**src/rtl/cpu_pkg.sv**
```systemverilog
// cpu_pkg: shared widths and pipeline-register field layouts for the 64-bit RISC-V core.
package cpu_pkg;

    localparam int XLEN = 64;
    localparam int RA_W = 5;

    typedef struct packed {
        logic [1:0] alu_op;
        logic       alu_src;
    } ctrl_ex_t;

    typedef struct packed {
        logic branch;
        logic mem_read;
        logic mem_write;
    } ctrl_mem_t;

    typedef struct packed {
        logic reg_write;
        logic mem_to_reg;
    } ctrl_wb_t;

    typedef struct packed {
        ctrl_wb_t          wb;
        ctrl_mem_t         mem;
        ctrl_ex_t          ex;
        logic [XLEN-1:0]   pc;
        logic [XLEN-1:0]   rd1;
        logic [XLEN-1:0]   rd2;
        logic [XLEN-1:0]   imm;
        logic [2:0]        funct3;
        logic [RA_W-1:0]   rd;
    } id_ex_t;

    typedef struct packed {
        ctrl_wb_t          wb;
        ctrl_mem_t         mem;
        logic [XLEN-1:0]   branch_target;
        logic              zero;
        logic [XLEN-1:0]   alu_result;
        logic [XLEN-1:0]   store_data;
        logic [RA_W-1:0]   rd;
    } ex_mem_t;

endpackage

```
**src/rtl/pipe_reg.sv**
```systemverilog
// pipe_reg: width-parameterised pipeline register with async clear and shared load enable.
module pipe_reg #(
    parameter int W = 1
) (
    input  logic         Clk,
    input  logic         Reset,
    input  logic         Read,
    input  logic [W-1:0] d,
    output logic [W-1:0] q
);

    always_ff @(posedge Clk or posedge Reset) begin
        if (Reset)
            q <= '0;
        else if (Read)
            q <= d;
    end

endmodule

```
**src/rtl/ex_stage_pipe.sv**
```systemverilog
// ex_stage_pipe: ID/EX and EX/MEM registers, branch-target adder and pc_src for the EX stage.
// Optional EX_STAGE_PIPE_FLUSH_EN adds a flush input that zeroes ID/EX controls on capture.
module ex_stage_pipe
    import cpu_pkg::*;
(
    input  logic              Clk,
    input  logic              Reset,
    input  logic              Read,
`ifdef EX_STAGE_PIPE_FLUSH_EN
    input  logic              flush,
`endif
    input  logic              id_reg_write,
    input  logic              id_mem_to_reg,
    input  logic              id_branch,
    input  logic              id_mem_read,
    input  logic              id_mem_write,
    input  logic              id_alu_src,
    input  logic [1:0]        id_alu_op,
    input  logic [XLEN-1:0]   id_pc,
    input  logic [XLEN-1:0]   id_rd1,
    input  logic [XLEN-1:0]   id_rd2,
    input  logic [XLEN-1:0]   id_imm,
    input  logic [2:0]        id_funct3,
    input  logic [RA_W-1:0]   id_rd,
    input  logic [XLEN-1:0]   ex_alu_result,
    input  logic              ex_zero,
    output logic              ex_reg_write,
    output logic              ex_mem_to_reg,
    output logic              ex_branch,
    output logic              ex_mem_read,
    output logic              ex_mem_write,
    output logic [1:0]        ex_alu_op,
    output logic              ex_alu_src,
    output logic [XLEN-1:0]   ex_pc,
    output logic [XLEN-1:0]   ex_rd1,
    output logic [XLEN-1:0]   ex_rd2,
    output logic [XLEN-1:0]   ex_imm,
    output logic [2:0]        ex_funct3,
    output logic [RA_W-1:0]   ex_rd,
    output logic [XLEN-1:0]   ex_branch_target,
    output logic              mem_reg_write,
    output logic              mem_mem_to_reg,
    output logic              mem_branch,
    output logic              mem_mem_read,
    output logic              mem_mem_write,
    output logic [XLEN-1:0]   mem_branch_target,
    output logic              mem_zero,
    output logic [XLEN-1:0]   mem_alu_result,
    output logic [XLEN-1:0]   mem_store_data,
    output logic [RA_W-1:0]   mem_rd,
    output logic              pc_src
);

    id_ex_t  id_d, ex_q;
    ex_mem_t ex_d, mem_q;
    logic    kill;

`ifdef EX_STAGE_PIPE_FLUSH_EN
    assign kill = flush;
`else
    assign kill = 1'b0;
`endif

    // Flush squashes only the controls; data fields still flow so debug visibility is kept.
    always_comb begin
        id_d.wb.reg_write  = id_reg_write  & ~kill;
        id_d.wb.mem_to_reg = id_mem_to_reg & ~kill;
        id_d.mem.branch    = id_branch     & ~kill;
        id_d.mem.mem_read  = id_mem_read   & ~kill;
        id_d.mem.mem_write = id_mem_write  & ~kill;
        id_d.ex.alu_op     = kill ? 2'b00 : id_alu_op;
        id_d.ex.alu_src    = id_alu_src    & ~kill;
        id_d.pc            = id_pc;
        id_d.rd1           = id_rd1;
        id_d.rd2           = id_rd2;
        id_d.imm           = id_imm;
        id_d.funct3        = id_funct3;
        id_d.rd            = id_rd;
    end

    pipe_reg #(.W($bits(id_ex_t))) u_id_ex (
        .Clk   (Clk),
        .Reset (Reset),
        .Read  (Read),
        .d     (id_d),
        .q     (ex_q)
    );

    assign ex_reg_write     = ex_q.wb.reg_write;
    assign ex_mem_to_reg    = ex_q.wb.mem_to_reg;
    assign ex_branch        = ex_q.mem.branch;
    assign ex_mem_read      = ex_q.mem.mem_read;
    assign ex_mem_write     = ex_q.mem.mem_write;
    assign ex_alu_op        = ex_q.ex.alu_op;
    assign ex_alu_src       = ex_q.ex.alu_src;
    assign ex_pc            = ex_q.pc;
    assign ex_rd1           = ex_q.rd1;
    assign ex_rd2           = ex_q.rd2;
    assign ex_imm           = ex_q.imm;
    assign ex_funct3        = ex_q.funct3;
    assign ex_rd            = ex_q.rd;
    assign ex_branch_target = ex_q.pc + ex_q.imm;

    always_comb begin
        ex_d.wb            = ex_q.wb;
        ex_d.mem           = ex_q.mem;
        ex_d.branch_target = ex_branch_target;
        ex_d.zero          = ex_zero;
        ex_d.alu_result    = ex_alu_result;
        ex_d.store_data    = ex_q.rd2;
        ex_d.rd            = ex_q.rd;
    end

    pipe_reg #(.W($bits(ex_mem_t))) u_ex_mem (
        .Clk   (Clk),
        .Reset (Reset),
        .Read  (Read),
        .d     (ex_d),
        .q     (mem_q)
    );

    assign mem_reg_write     = mem_q.wb.reg_write;
    assign mem_mem_to_reg    = mem_q.wb.mem_to_reg;
    assign mem_branch        = mem_q.mem.branch;
    assign mem_mem_read      = mem_q.mem.mem_read;
    assign mem_mem_write     = mem_q.mem.mem_write;
    assign mem_branch_target = mem_q.branch_target;
    assign mem_zero          = mem_q.zero;
    assign mem_alu_result    = mem_q.alu_result;
    assign mem_store_data    = mem_q.store_data;
    assign mem_rd            = mem_q.rd;
    assign pc_src            = mem_q.mem.branch & mem_q.zero;

endmodule

```
**config.mk**
```make
export PLATFORM = sky130hd
export DESIGN_NAME = ex_stage_pipe
export DESIGN_NICKNAME = d
export VERILOG_FILES = /design/src/rtl/cpu_pkg.sv /design/src/rtl/pipe_reg.sv /design/src/rtl/ex_stage_pipe.sv
export SDC_FILE = /design/constraint.sdc
export NUM_CORES = 1
export LEC_CHECK = 0
export BUFFER_PORTS_ARGS = -buffer_cell sky130_fd_sc_hd__buf_2
export CORE_AREA = 2 2 341 343
export CTS_BUF_LIST = sky130_fd_sc_hd__clkbuf_2
export DETAILED_ROUTE_END_ITERATION = 12
export DIE_AREA = 0 0 343 345
export HOLD_SLACK_MARGIN = 0.1
export PLACE_DENSITY = 0.41
export RECOVER_POWER = 50
export SKIP_LAST_GASP = 1
export SLEW_MARGIN = 20
export SYNTH_ARGS = -nofsm -noshare
export SYNTH_HDL_FRONTEND = slang
export SYNTH_HIERARCHICAL = 1
export SYNTH_SLANG_ARGS = --single-unit
```
**constraint.sdc**
```tcl
create_clock -name Clk -period 7.8 [get_ports Clk]
set_input_delay 0.39 -clock Clk [delete_from_list [all_inputs] [get_ports Clk]]
set_output_delay 0.39 -clock Clk [all_outputs]
set_load 0.1 [all_outputs]
```
==> qor.csv, run 1 <==
metric,value,unit
status,stopped before the end,
Exit stage,clock tree synthesis (4_1_cts),
tool error,[ERROR RSZ-0060] Max buffer count reached.,
DPL Wire Length,65700,um
number of synthesized flops with an enable pin,0,
Yosys cell types,71,
clk sink count,475,
syn avg cell area,14.4,um2
die width,343,um
post-synthesis net count,1963,
"Cell Area, Placed",28300,um2
CTS Buf Count,146,
register bit total from synthesis,475,
CTS root buf,clkbuf_2,
Cells after Synth,1559,
Die Y,345,um
sequential-to-total area share from yosys stat,0.530,
# rows,125,
synthesized area,22400,um2
CTS resizes,0,
Post-CTS Hold Buffers,834,
port bufs,879,
H-Tree Depth,4,
asr flop ratio synth,1.00,
Initial Utilization,0.195,
CTS Buffer Depth,3,
number of post-CTS setup repair buffers,0,
gp weighted congestion,0.799,
commonest register cell after synthesis,dfrtp_1,
Ys Warns,6,
I/O pins,880,
## kinds of logic after synthesis
| group | after synthesis | synth area share |
|---|---|---|
| compound gates | 223 | 0.0630 |
| xor+xnor | 60 | 0.0234 |
| fa+ha+maj | 64 | 0.0361 |
| buf+inv | 89 | 0.0289 |
| flops | 475 | 0.530 |
| mux | 475 | 0.280 |
| simple gates | 173 | 0.0381 |
## cell usage after synthesis, types with 5 or more instances
master	n	area, um2
o21bai_1	11	82.6
and3_2	6	45.0
clkbuf_1	12	45.0
o21ai_0	38	190
buf_2	16	80.1
xnor2_1	38	333
nand3_1	17	85.1
xor2_1	22	193
a21oi_1	78	390
nor2b_1	6	37.5
inv_1	15	56.3
o21ai_1	6	30.0
nor3_1	6	30.0
nand4_1	15	93.8
buf_4	14	105
mux2_2	225	2530
dfrtp_1	475	11900
a21boi_0	5	37.5
ha_1	63	788
nand2_1	51	191
mux2_4	250	3750
a31oi_1	9	56.3
nor2_1	41	154
o21a_1	5	37.5
buf_6	30	338
a21o_1	32	240
## through the flow
step	utilization	instances	hold slack [ns]	setup slack (ns)
3_5_place_dp	0.246	3899	0.486	2.98
3_3_place_gp	0.246	3899	0.486	2.95
2_1_floorplan	-	1559	0.538	1.87
==> run 2: changes to the inputs <==
- CTS_BUF_LIST: sky130_fd_sc_hd__clkbuf_2 -> default
- HOLD_SLACK_MARGIN: 0.1 -> default
- PLACE_DENSITY: 0.41 -> default
- PLACE_DENSITY_LB_ADDON: default -> 0.15
- clock period: 7.8 -> 10.14 ns (I/O delays scaled with it)
==> qor.csv, run 2 <==
metric,value,unit,change
min-delay worst type,in2reg,,
Iter 0 DRT Violations,578,,
Fmax,150,MHz,
final net count,2838,,
Fillers,12400,,
Setup TNS,0,ns,
Routed Antenna Nets,0,,
Ys Warns,6,,unchanged
layout cell share with drive strength beyond 1,0.467,,
status,finished with violations,,
Synth Area in Compound Gates,0.0629,,unchanged
crit path max fanout,115,,
max reg flops,272,,
CTS root buf,clkbuf_16,,
Max stage delay on crit path,2.59,ns,
DPL Wire Length,66100,um,+0.67%
adder-cell share of the synthesized area,0.0361,,unchanged
pre-CTS WS,5.14,ns,+2.15 ns
violated checks,"max-capacitance violations, max-slew violations",,
Area contributors post-synth,"dfrtp_1, mux2_4, mux2_2",,
Top Registers,"u_id_ex/q (272), u_ex_mem/q (203)",,
mux share of post-synthesis cell area,0.280,,unchanged
number of post-CTS setup repair buffers,0,,unchanged
"Clk Latency, worst-skew pair",0.64,ns,
crit end category,async pin,,
"count leader, synth",dfrtp_1,,
maximum vdd drop,0.177,mV,
Final Max Tran Viols,489,,
CP required,10.11,ns,
drt drc,0,,
Simple-Gate Fraction of Synth Area,0.0381,,unchanged
register bit total from synthesis,475,,unchanged
Power Total,9.47,mW,
first-pass GRT wire length,123000,um,
Max-slew headroom,-2.63,,
H-Tree Depth,2,,-2
critical setup path kind,in2async,,
largest net degree at the start of global routing,126,,
Top reg by flops,u_id_ex/q,,
Post-Synth XOR/XNOR Area,0.0234,,unchanged
post-synth top area share,0.530,,unchanged
global-route usage over all layers,0.139,,
port bufs,879,,unchanged
Routed WL,85000,um,
Final setup viols,0,,
DP Cell Count,3897,,-0.051%
commonest register cell after synthesis,dfrtp_1,,
top cell type by total area after synthesis,dfrtp_1,,
critical-path cell list,dlygate4sd3_1 -> clkbuf_1 -> clkinvlp_2 -> clkbuf_2,,
sequential-to-total area share from yosys stat,0.530,,unchanged
Worst-Margin Slew,5.41,ns,
setup ws final,3.47,ns,
number of synthesized flops with an enable pin,0,,unchanged
RSZ-0062 raised after global routing,no,,
synthesized area,22400,um2,unchanged
crit start category,input port,,
die area,118000,um2,
final hold vios,0,,
CP max-delay cell,clkbuf_2,,
Reg2Reg Setup Slack,5.68,ns,
max-cap viol count,6,,
TritonCTS clock tree,done,,
routed len/inst,21.2,um,
die width,343,um,unchanged
"Clk pin slew, worst setup/hold paths",0.06,ns,
vias in the first global route,17600,,
clk sink count,475,,unchanged
Initial Utilization,0.195,,unchanged
min cycle time layout,6.67,ns,
DR vias,16100,,
gp weighted congestion,0.826,,+3.4%
# rows,125,,unchanged
CP arrival,6.64,ns,
Yosys cell types,71,,unchanged
initial antenna violation count,16,,
vias per cell,4.02,,
PD cells,319,nW/um2,
post-synthesis net count,1963,,unchanged
fin crit share,0.658,,
CORE AREA,115000,um2,
asr flop ratio synth,1.00,,unchanged
I/O pins,880,,unchanged
top post-synthesis cells by count,"dfrtp_1, mux2_4, mux2_2",,
post-route insts no fill,4011,,
Cells after Synth,1559,,unchanged
CTS Buf Count,58,,-60%
"commonest cells after routing, fill and taps aside","buf_2, dfrtp_1, clkbuf_1",,
main combinational cell family by area after synthesis,multiplexers,,
Die Y,345,um,unchanged
LEAKAGE,13.7,nW,
Overflow after GRT,0,,
syn avg cell area,14.4,um2,unchanged
DRT Pass-1 Iters,5,,
Setup Skew,0.0195,ns,
CTS Buffer Depth,3,,unchanged
"commonest non-fill, non-tap cell in the layout",buf_2,,
Syn-to-layout area delta,32.6,%,
==> run 2: routing by layer <==
layer | wire (um) | global-route usage | part of all wire | up-vias
li1 | - | - | - | 7404
met1 | 32500 | 0.154 | 0.38 | 8021
met2 | 44400 | 0.254 | 0.52 | 586
met3 | 6420 | 0.0431 | 0.076 | 107
met4 | 1600 | 0.0335 | 0.019 | 16
met5 | 87 | 0 | 0.0010 | -
==> run 2: final timing paths <==
| path | startpoint | to | depth (start not counted) |
|---|---|---|---|
| hold / removal | id_rd1[28] | u_id_ex/q[164] | 2 |
| hold reg to reg | u_id_ex/q[175] | u_id_ex/q[175] | 1 |
| setup / recovery | Reset | u_ex_mem/q[103] | 4 |
| setup reg to reg | u_id_ex/q[8] | u_ex_mem/q[172] | 12 |
| min in group asynchronous | Reset | u_ex_mem/q[38] | 3 |
| max in group Clk | Read | u_id_ex/q[127] | 3 |
==> run 2: critical path, delay by kind of cell <==
family	cells	cell delay [ns]
buffers and inverters	4	5.75
==> run 2: metrics by stage <==
stage	area (um2)	utilization	hold WS [ns]
2_1_floorplan	22400	-	0.655
3_3_place_gp	28300	0.246	0.485
3_5_place_dp	28300	0.246	0.487
4_1_cts	30400	0.264	0.0181
5_1_grt	29700	0.258	0.0337
6_report	29700	0.258	0.0861
==> run 2: kinds of logic (layout without fill, tap and decap cells) <==
group | Yosys count | count (layout)
adder cells (fa/ha/maj) | 64 | 64
flip-flops | 475 | 475
buffers and inverters | 89 | 1010
AND/OR/NAND/NOR | 173 | 173
multiplexers | 475 | 475
XOR/XNOR | 60 | 60
other | 0 | 7
AO/OA/AOI/OAI | 223 | 223
==> run 2: layout make-up <==
class | instances | area [um2] | area share
Antenna cell | 7 | 17.5 | 0.000589
Tap cell | 1524 | 1910 | 0.0641
Clock buffer | 77 | 1640 | 0.0553
Clock inverter | 29 | 442 | 0.0149
Sequential cell | 475 | 11900 | 0.400
Timing Repair Buffer | 889 | 4190 | 0.141
Inverter | 15 | 58.8 | 0.00198
Multi-Input combinational cell | 995 | 9580 | 0.322
==> run 2: report_power, final <==
part           internal [mW]  total [mW]  leakage (nW)  switching (mW)
logic                  0.812        4.77          7.10            3.96
registers               2.20        2.41          5.55           0.215
clock network           1.39        2.28          1.02           0.890
total                   4.40        9.47          13.7            5.06
==> run 2: what timing repair did <==
action / 4_1_cts / 5_1_grt
endpoints found under the hold margin: 0 / 1
endpoints found under the setup margin: 0 / 0
hold buffers: 0 / 1
resized for setup: 0 / 0
Note: power is estimated with default switching activity, not from simulation.
